[src/rtl/vga_timing.sv]
// VGA raster timing generator: pixel strobe at half the system clock, h/v position
// counters, and registered sync/visible-area decode aligned to the counters.
module vga_timing #(
  parameter int H_VISIBLE = 640,
  parameter int H_FRONT   = 16,
  parameter int H_SYNC    = 96,
  parameter int H_BACK    = 48,
  parameter int V_VISIBLE = 480,
  parameter int V_FRONT   = 10,
  parameter int V_SYNC    = 2,
  parameter int V_BACK    = 33
) (
  input  logic        CLK50MHZ,
  input  logic        RST,
  output logic        VGA_HSYNC,
  output logic        VGA_VSYNC,
  output logic [10:0] x,
  output logic [10:0] y,
  output logic        displaying,
  output logic        pixel_en,
  output logic        frame_start
);

  localparam int H_TOTAL = H_VISIBLE + H_FRONT + H_SYNC + H_BACK;
  localparam int V_TOTAL = V_VISIBLE + V_FRONT + V_SYNC + V_BACK;

  localparam logic [10:0] H_LAST     = 11'(H_TOTAL - 1);
  localparam logic [10:0] V_LAST     = 11'(V_TOTAL - 1);
  localparam logic [10:0] H_VIS      = 11'(H_VISIBLE);
  localparam logic [10:0] V_VIS      = 11'(V_VISIBLE);
  localparam logic [10:0] HS_START   = 11'(H_VISIBLE + H_FRONT);
  localparam logic [10:0] HS_END     = 11'(H_VISIBLE + H_FRONT + H_SYNC);
  localparam logic [10:0] VS_START   = 11'(V_VISIBLE + V_FRONT);
  localparam logic [10:0] VS_END     = 11'(V_VISIBLE + V_FRONT + V_SYNC);

  logic        pixel_en_q, pixel_en_d;
  logic [10:0] h_cnt_q, h_cnt_d;
  logic [10:0] v_cnt_q, v_cnt_d;
  logic        displaying_q, displaying_d;
  logic        hsync_q, hsync_d;
  logic        vsync_q, vsync_d;
  logic        frame_start_q, frame_start_d;

  always_comb begin
    pixel_en_d    = ~pixel_en_q;
    h_cnt_d       = h_cnt_q;
    v_cnt_d       = v_cnt_q;
    frame_start_d = 1'b0;
    if (pixel_en_q) begin
      if (h_cnt_q == H_LAST) begin
        h_cnt_d = '0;
        if (v_cnt_q == V_LAST) begin
          v_cnt_d       = '0;
          frame_start_d = 1'b1;
        end else begin
          v_cnt_d = v_cnt_q + 11'd1;
        end
      end else begin
        h_cnt_d = h_cnt_q + 11'd1;
      end
    end
    // Decode from the next counter values so the flags land on the same edge as x/y.
    displaying_d = (h_cnt_d < H_VIS) && (v_cnt_d < V_VIS);
    hsync_d      = !((h_cnt_d >= HS_START) && (h_cnt_d < HS_END));
    vsync_d      = !((v_cnt_d >= VS_START) && (v_cnt_d < VS_END));
  end

  always_ff @(posedge CLK50MHZ) begin
    if (RST) begin
      pixel_en_q    <= 1'b0;
      h_cnt_q       <= H_LAST;
      v_cnt_q       <= V_LAST;
      displaying_q  <= 1'b0;
      hsync_q       <= 1'b1;
      vsync_q       <= 1'b1;
      frame_start_q <= 1'b0;
    end else begin
      pixel_en_q    <= pixel_en_d;
      h_cnt_q       <= h_cnt_d;
      v_cnt_q       <= v_cnt_d;
      displaying_q  <= displaying_d;
      hsync_q       <= hsync_d;
      vsync_q       <= vsync_d;
      frame_start_q <= frame_start_d;
    end
  end

  assign pixel_en    = pixel_en_q;
  assign x           = h_cnt_q;
  assign y           = v_cnt_q;
  assign displaying  = displaying_q;
  assign VGA_HSYNC   = hsync_q;
  assign VGA_VSYNC   = vsync_q;
  assign frame_start = frame_start_q;

endmodule

[config.mk]
export PLATFORM = sky130hd
export DESIGN_NAME = vga_timing
export DESIGN_NICKNAME = d
export VERILOG_FILES = /design/src/rtl/vga_timing.sv
export SDC_FILE = /design/constraint.sdc
export NUM_CORES = 1
export LEC_CHECK = 0
export CORE_MARGIN = 2
export CORE_UTILIZATION = 25
export CTS_BUF_LIST = sky130_fd_sc_hd__clkbuf_4
export DETAILED_ROUTE_END_ITERATION = 7
export HOLD_SLACK_MARGIN = 0.08
export PLACE_DENSITY = 0.47
export REMOVE_ABC_BUFFERS = 1
export SYNTH_ARGS = -nofsm -noshare
export SYNTH_HDL_FRONTEND = slang
export SYNTH_SLANG_ARGS = --single-unit
[constraint.sdc]
create_clock -name CLK50MHZ -period 2.4 [get_ports CLK50MHZ]
set_clock_uncertainty 0.1 [all_clocks]
set_input_delay 0.24 -clock CLK50MHZ [delete_from_list [all_inputs] [get_ports CLK50MHZ]]
set_output_delay 0.24 -clock CLK50MHZ [all_outputs]
set_load 0.05 [all_outputs]
==> summary.md, run 1 <==
| Metric | Value |
|---|---|
| Max Freq | `435 MHz` |
| Pre-antenna DRT Iters | `4` |
| HPWL after detailed placement | `2.85 mm` |
| GRT Total Usage | `12.3%` |
| Hold-critical path depth | `2` |
| Htree depth | `1` |
| Post-synthesis sequential area ratio | `38.6%` |
| DRC viols | `0` |
| Worst-skew pair later-pin latency | `320 ps` |
| Crit share post-route | `95.7%` |
| Initial DRC Count | `62` |
| Avg Inst Size Synth | `8.70 sq um` |
| Post-DR vias/cell | `4.80` |
| Initial Util | `25.6%` |
| Async SR Flop Fraction | `0%` |
| Post-Synthesis Cells | `161` |
| I/O pin total | `29` |
| Net Switching | `0.453 mW` |
| Num CTS Buffers | `3` |
| Root Buffer | `clkbuf_4` |
| Switching Fraction | `38.6%` |
| Layout area overhead | `35.8%` |
| Std cell rows | `27` |
| Placer Congestion | `0.840` |
| Commonest non-fill, non-tap cell in the layout | `clkdlybuf4s50_1` |
| Type of the worst setup path | `reg -> reg` |
| P_leak | `0.729 nW` |
| Combinational share of power | `39.2%` |
| Max FO, Critical Path | `6` |
| Status | `completed` |
| Critical Path AT | `2410 ps` |
| Hold Vio Cnt, Final | `0` |
| Min-Delay Endpoint | `y[1]` |
| CTS tree | `built` |
| Fin. max-slew vios | `0` |
| Clock transition at path regs | `150 ps` |
| IO Port Bufs | `28` |
| Final setup vio count | `0` |
| Crit start category | `flop` |
| Clock buffer depth | `2` |
| FF+latch count, synth | `27` |
| Relative slew slack | `66.1%` |
| Mapped Area | `1400 sq um` |
| Vias in the first global route | `1234` |
| Global-route wire length before repair | `6.07 mm` |
| Worst vdd ir | `0.000217 V` |
| R2R Path End | `VGA_HSYNC` |
| Die area | `6210 sq um` |
| Vias post-DR | `1335` |
| Antenna cells | `0` |
| Final net count | `212` |
| Power Density | `616 nW/um^2` |
| WL final | `3.65 mm` |
| Largest net degree at the start of global routing | `16` |
| Clock period minus worst slack | `2300 ps` |
| Distinct cells, synth | `40` |
| Placed cell area | `1850 sq um` |
| Grt ovf | `0` |
| Worst-Margin Slew | `506 ps` |
| Clock power frac | `17.2%` |
| Design area | `1900 sq um` |
| Die height | `78.8 um` |
| Reg-to-reg startpoint | `x[5]` |
| Hold/Removal Path Class | `reg -> reg` |
| Yosys warnings | `0` |
| Final core occ | `34.8%` |
| Register share of total power | `43.6%` |
| Clk sinks | `27` |
| Initial antenna violation count | `0` |
| Unrepaired setup endpoints after global routing | `no` |
| Int Power | `0.718 mW` |
| Worst Path Required | `2520 ps` |
| Wirelength per Cell | `13.1 um` |
| Die span in x | `78.8 um` |
| Most frequent cells in the layout | `clkdlybuf4s50_1, dfxtp_1, nor2_1` |
| Max Cap Violations | `0` |
| CTS Hold Bufs | `0` |
| Primary FF master, synth | `dfxtp_1` |
| Post-synth EDFFs | `0` |
| Share of layout cells above drive strength 1 | `18.0%` |
| Reg2Reg Depth | `5` |
| Hold_sp | `y[1]` |
| R2r setup slk | `100 ps` |
| Crit. End Element | `flop` |
| Core ar. | `5470 sq um` |
| Antenna-violating nets left | `0` |
## registers in the layout (all words and copies together) (netlist names)
| register | count |
|---|---|
| pixel_en | 1 |
| VGA_VSYNC | 1 |
| displaying | 1 |
| VGA_HSYNC | 1 |
| x | 11 |
| y | 11 |
| frame_start | 1 |
## worst max path at each step
stage	slack, ps	to	depth (start not counted)	from
6_report	100	VGA_HSYNC	5	x[5]
5_1_grt	20	VGA_HSYNC	5	x[5]
4_1_cts	8	VGA_VSYNC	6	x[5]
3_5_place_dp	30	VGA_VSYNC	6	x[5]
3_3_place_gp	40	VGA_VSYNC	6	x[5]
2_1_floorplan	-190	VGA_VSYNC	6	x[5]
## cells by family (layout without fill, tap and decap cells)
logic type      Yosys count  in the layout  share of synthesized area (%)
fa+ha+maj                 3              3                           2.68
flops                    27             27                           38.6
buf+inv                  12             57                           5.54
xor+xnor                 14             14                           8.76
compound gates           24             24                           11.0
simple gates             81             81                           33.4
## synthesized netlist by cell type (2+ instances only)
cell,count,area share [%]
dfxtp_1,27,39
nor2_1,20,5.4
nand2_1,14,3.8
nand3_1,10,3.6
xor2_1,10,6.3
a21oi_1,8,2.9
nand4_1,7,3.1
and3_1,6,2.7
nor3_1,6,2.1
inv_1,5,1.3
a21boi_0,4,2.1
xnor2_1,4,2.5
buf_6,3,2.4
ha_1,3,2.7
and2_1,2,0.89
clkbuf_1,2,0.54
nor2b_1,2,0.89
nor4_4,2,3.0
nor4bb_1,2,1.4
o21ai_0,2,0.71
o21ai_1,2,0.71
or2_2,2,0.89
## metrics by stage
stage	instances	power, mW	TNS, ps	worst slack (ps)	hold slack (ps)
finish	278	1.17	0	103	440
floorplan	155	0.804	-446	-191	207
global route	278	1.25	0	16.9	488
detailed placement	273	0.975	0	25.8	461
global placement	273	0.978	0	36.4	461
CTS	277	1.17	0	7.81	479
## layer usage
layer	routed length, um	part of all wire [%]	GRT usage [%]
met3	141	3.9	2.05
met2	1720	47	20.5
met4	39	1.1	3.10
met1	1750	48	16.5
met5	0	0	0
## worst max-delay path, cell delays in order, from the launching register on
cell,delay (ps)
dfxtp_1,340
or4_4,600
or2_2,350
a31oi_1,190
nand3b_1,100
or4_1,510
## area by class of cell
type                       instances  area [sq um]
clock buffer                       3          22.5
clock inverter                     1          5.00
fill                             594          3570
inverter                           6          22.5
multi-input combinational        122           796
sequential                        27           543
tap                               72          90.1
timing repair buffer              47           423
## power groups by stage
stage / logic [mW] / clock network (mW) / registers [mW]
3_3_place_gp: 0.458 / 0 / 0.520
2_1_floorplan: 0.177 / 0 / 0.627
5_1_grt: 0.497 / 0.233 / 0.516
4_1_cts: 0.457 / 0.207 / 0.509
3_5_place_dp: 0.455 / 0 / 0.519
6_report: 0.459 / 0.202 / 0.511
## repair_timing
action / 4_1_cts / 5_1_grt
endpoints found under the setup margin: 0 / 2
resized for setup: 0 / 6
setup buffers: 0 / 1
No activity file was read; power rests on OpenSTA's default activity.
==> run 2: changes to the inputs <==
Clock period 2.4 ns to 2.1 ns, I/O delays scaled along.
==> summary.md, run 2 (same netlist as run 1, synthesis figures left out) <==
| Metric | Value |
|---|---|
| Status | `complete, but fails checks` |
| Violations in the final reports | `setup timing` |
| Global-route wire length before repair | `6.27 mm (+3.2%)` |
| Crit share post-route | `103% (+7.7 points)` |
| Layout area overhead | `51.1%` |
| Crit. End Element | `flop` |
| CP Cell Sequence | `or4_4 -> nor4_4 -> nand2_1 -> xor2_1 -> nor4b_4 -> nand4_1` |
| Fin cells | `301 (+8.3%)` |
| Share of layout cells above drive strength 1 | `27.5% (+9.5 points)` |
| CTS tree | `built` |
| Worst Path Buf+Inv | `0 (unchanged)` |
| Num CTS Buffers | `3 (unchanged)` |
| Placed cell count | `293 (+7.3%)` |
| Worst-Margin Slew | `501 ps (-5.81 ps)` |
| Placer Congestion | `0.809 (-3.7%)` |
| Type of the worst setup path | `reg -> reg` |
| Most frequent cells in the layout | `buf_4, dfxtp_1, clkdlybuf4s50_1` |
| Final setup vio count | `3 (+3)` |
| Antenna cells | `0 (unchanged)` |
| Core ar. | `5470 sq um (unchanged)` |
| R2r setup slk | `-70 ps (-170 ps)` |
| P_leak | `0.866 nW (+19%)` |
| Htree depth | `1 (unchanged)` |
| Initial DRC Count | `78 (+26%)` |
| Max incr delay on CP | `610 ps (about the same)` |
| FILL cells | `575 (-3.2%)` |
| IO Port Bufs | `28 (unchanged)` |
| Footprint of the multi-input gates | `827 sq um (+3.9%)` |
| Post-Place Setup Slack | `-212 ps (-237 ps)` |
| Wirelength per Cell | `12.7 um (-3.5%)` |
| Post-DR vias/cell | `4.51 (-6.0%)` |
| Critical Path AT | `2300 ps (-110 ps)` |
| Total power | `1.41 mW (+20%)` |
| Design area | `2120 sq um (+11%)` |
| Clock transition at path regs | `160 ps (about the same)` |
| Initial Util | `25.6% (unchanged)` |
| GRT Total Usage | `12.9% (+0.57 points)` |
| Max Cap Violations | `0 (unchanged)` |
| Grt ovf | `0 (unchanged)` |
| Hold Vio Cnt, Final | `0 (unchanged)` |
| Relative slew slack | `66.5% (+0.39 points)` |
| Die area | `6210 sq um (unchanged)` |
| Std cell rows | `27 (unchanged)` |
| M1 GR Usage | `17.8% (+1.2 points)` |
| Antenna-violating nets left | `0 (unchanged)` |
| Power Density | `666 nW/um^2 (+8.2%)` |
| Hold-critical path depth | `1 (-1)` |
| Worst Path Required | `2230 ps (-290 ps)` |
| Reg-to-reg startpoint | `x[6]` |
| Fin. max-slew vios | `0 (unchanged)` |
| Die height | `78.8 um (unchanged)` |
| Root Buffer | `clkbuf_4` |
| Final net count | `235 (+11%)` |
| Vias post-DR | `1359 (+1.8%)` |
| Die span in x | `78.8 um (unchanged)` |
| Gr busiest metal | `met2` |
| Cell family with most CP delay | `simple AND/OR/NAND/NOR gates` |
| HPWL after detailed placement | `2.98 mm (+4.6%)` |
| Max FO, Critical Path | `6 (unchanged)` |
| Worst setup margin | `-71.3 ps (-174 ps)` |
| Register Area | `542 sq um (-0.23%)` |
| Hold/Removal Path Class | `reg -> reg` |
| Placed cell area | `2000 sq um (+8.1%)` |
| Clock period minus worst slack | `2170 ps (-126 ps)` |
| I/O pin total | `29 (unchanged)` |
| Worst vdd ir | `0.000228 V (+4.8%)` |
| Largest net degree at the start of global routing | `17 (+1)` |
| Initial antenna violation count | `0 (unchanged)` |
| Clock buffer depth | `2 (unchanged)` |
| Unrepaired setup endpoints after global routing | `yes` |
| Met3 Use GR | `2.05% (unchanged)` |
| R2R Path End | `VGA_VSYNC` |
| Vias in the first global route | `1269 (+2.8%)` |
| Pre-antenna DRT Iters | `6 (+2)` |
| Min-Delay Endpoint | `pixel_en` |
| Global-route met2 utilization | `20.2% (-0.34 points)` |
| Max Freq | `461 MHz (+5.8%)` |
| Crit start category | `flop` |
| DRC viols | `0 (unchanged)` |
| Worst-skew pair later-pin latency | `330 ps (about the same)` |
| Slowest-stage cell, CP | `or4_4` |
| Reg2Reg Depth | `6 (+1)` |
| Commonest non-fill, non-tap cell in the layout | `buf_4` |
| WL final | `3.81 mm (+4.5%)` |
| Clk sinks | `27 (unchanged)` |
| Hold_sp | `pixel_en` |
run 2: changes by cell type in the layout (fill, tap and decap cells not counted), moves of 2 or more:
cell and delta:
clkdlybuf4s50_1 -2, buf_4 +22, dlymetal6s2s_1 +2, a21boi_1 +2
a21boi_0 -2
run 2: through the flow:
stage / hold WS [ps] / setup TNS, ps / util, %
6_report: 412 / -169 / 38.7
5_1_grt: 464 / -554 / 38.7
4_1_cts: 419 / -194 / 38.2
3_5_place_dp: 384 / -620 / 36.6
3_3_place_gp: 379 / -572 / 36.6
2_1_floorplan: 177 / -2400 / -
run 2: area by class of cell:
| class | count | share of cell area [%] |
|---|---|---|
| multi-input cells | 122 | 39.1 |
| repair buffers | 70 | 28.6 |
| flip-flops and latches | 27 | 25.6 |
| clock inverters | 1 | 0.355 |
| well taps | 72 | 4.26 |
| inverters | 6 | 1.06 |
| clock buffers | 3 | 1.06 |
run 2: worst max path at each step:
stage	depth (start not counted)	endpoint	startpoint
2_1_floorplan	6	VGA_VSYNC	x[5]
3_3_place_gp	6	VGA_VSYNC	x[5]
3_5_place_dp	6	VGA_VSYNC	x[5]
4_1_cts	6	VGA_HSYNC	x[6]
5_1_grt	6	displaying	x[6]
6_report	6	VGA_VSYNC	x[6]
run 2: power by group:
group	switching, mW	internal [mW]
registers	0.0315	0.547
clock network	0.162	0.0729
logic	0.340	0.256
total	0.534	0.876
run 2: timing repair:
item,4_1_cts,5_1_grt
resized for setup,9,8
cloned,0,0
hold buffers,0,0
pin swaps,6,0
buffers inserted,3,1
setup endpoints to repair,4,7
run 2: metal layers:
layer	share of wire, %	wire (um)
met1	48	1830
met2	48	1820
met3	2.9	109
met4	1.5	56
met5	0	0
==> run 3: changes to the inputs <==
Settings changed: ABC_AREA set to 0.
==> results of run 3 <==
Final layout, timing and power as in run 2 (identical DEF).
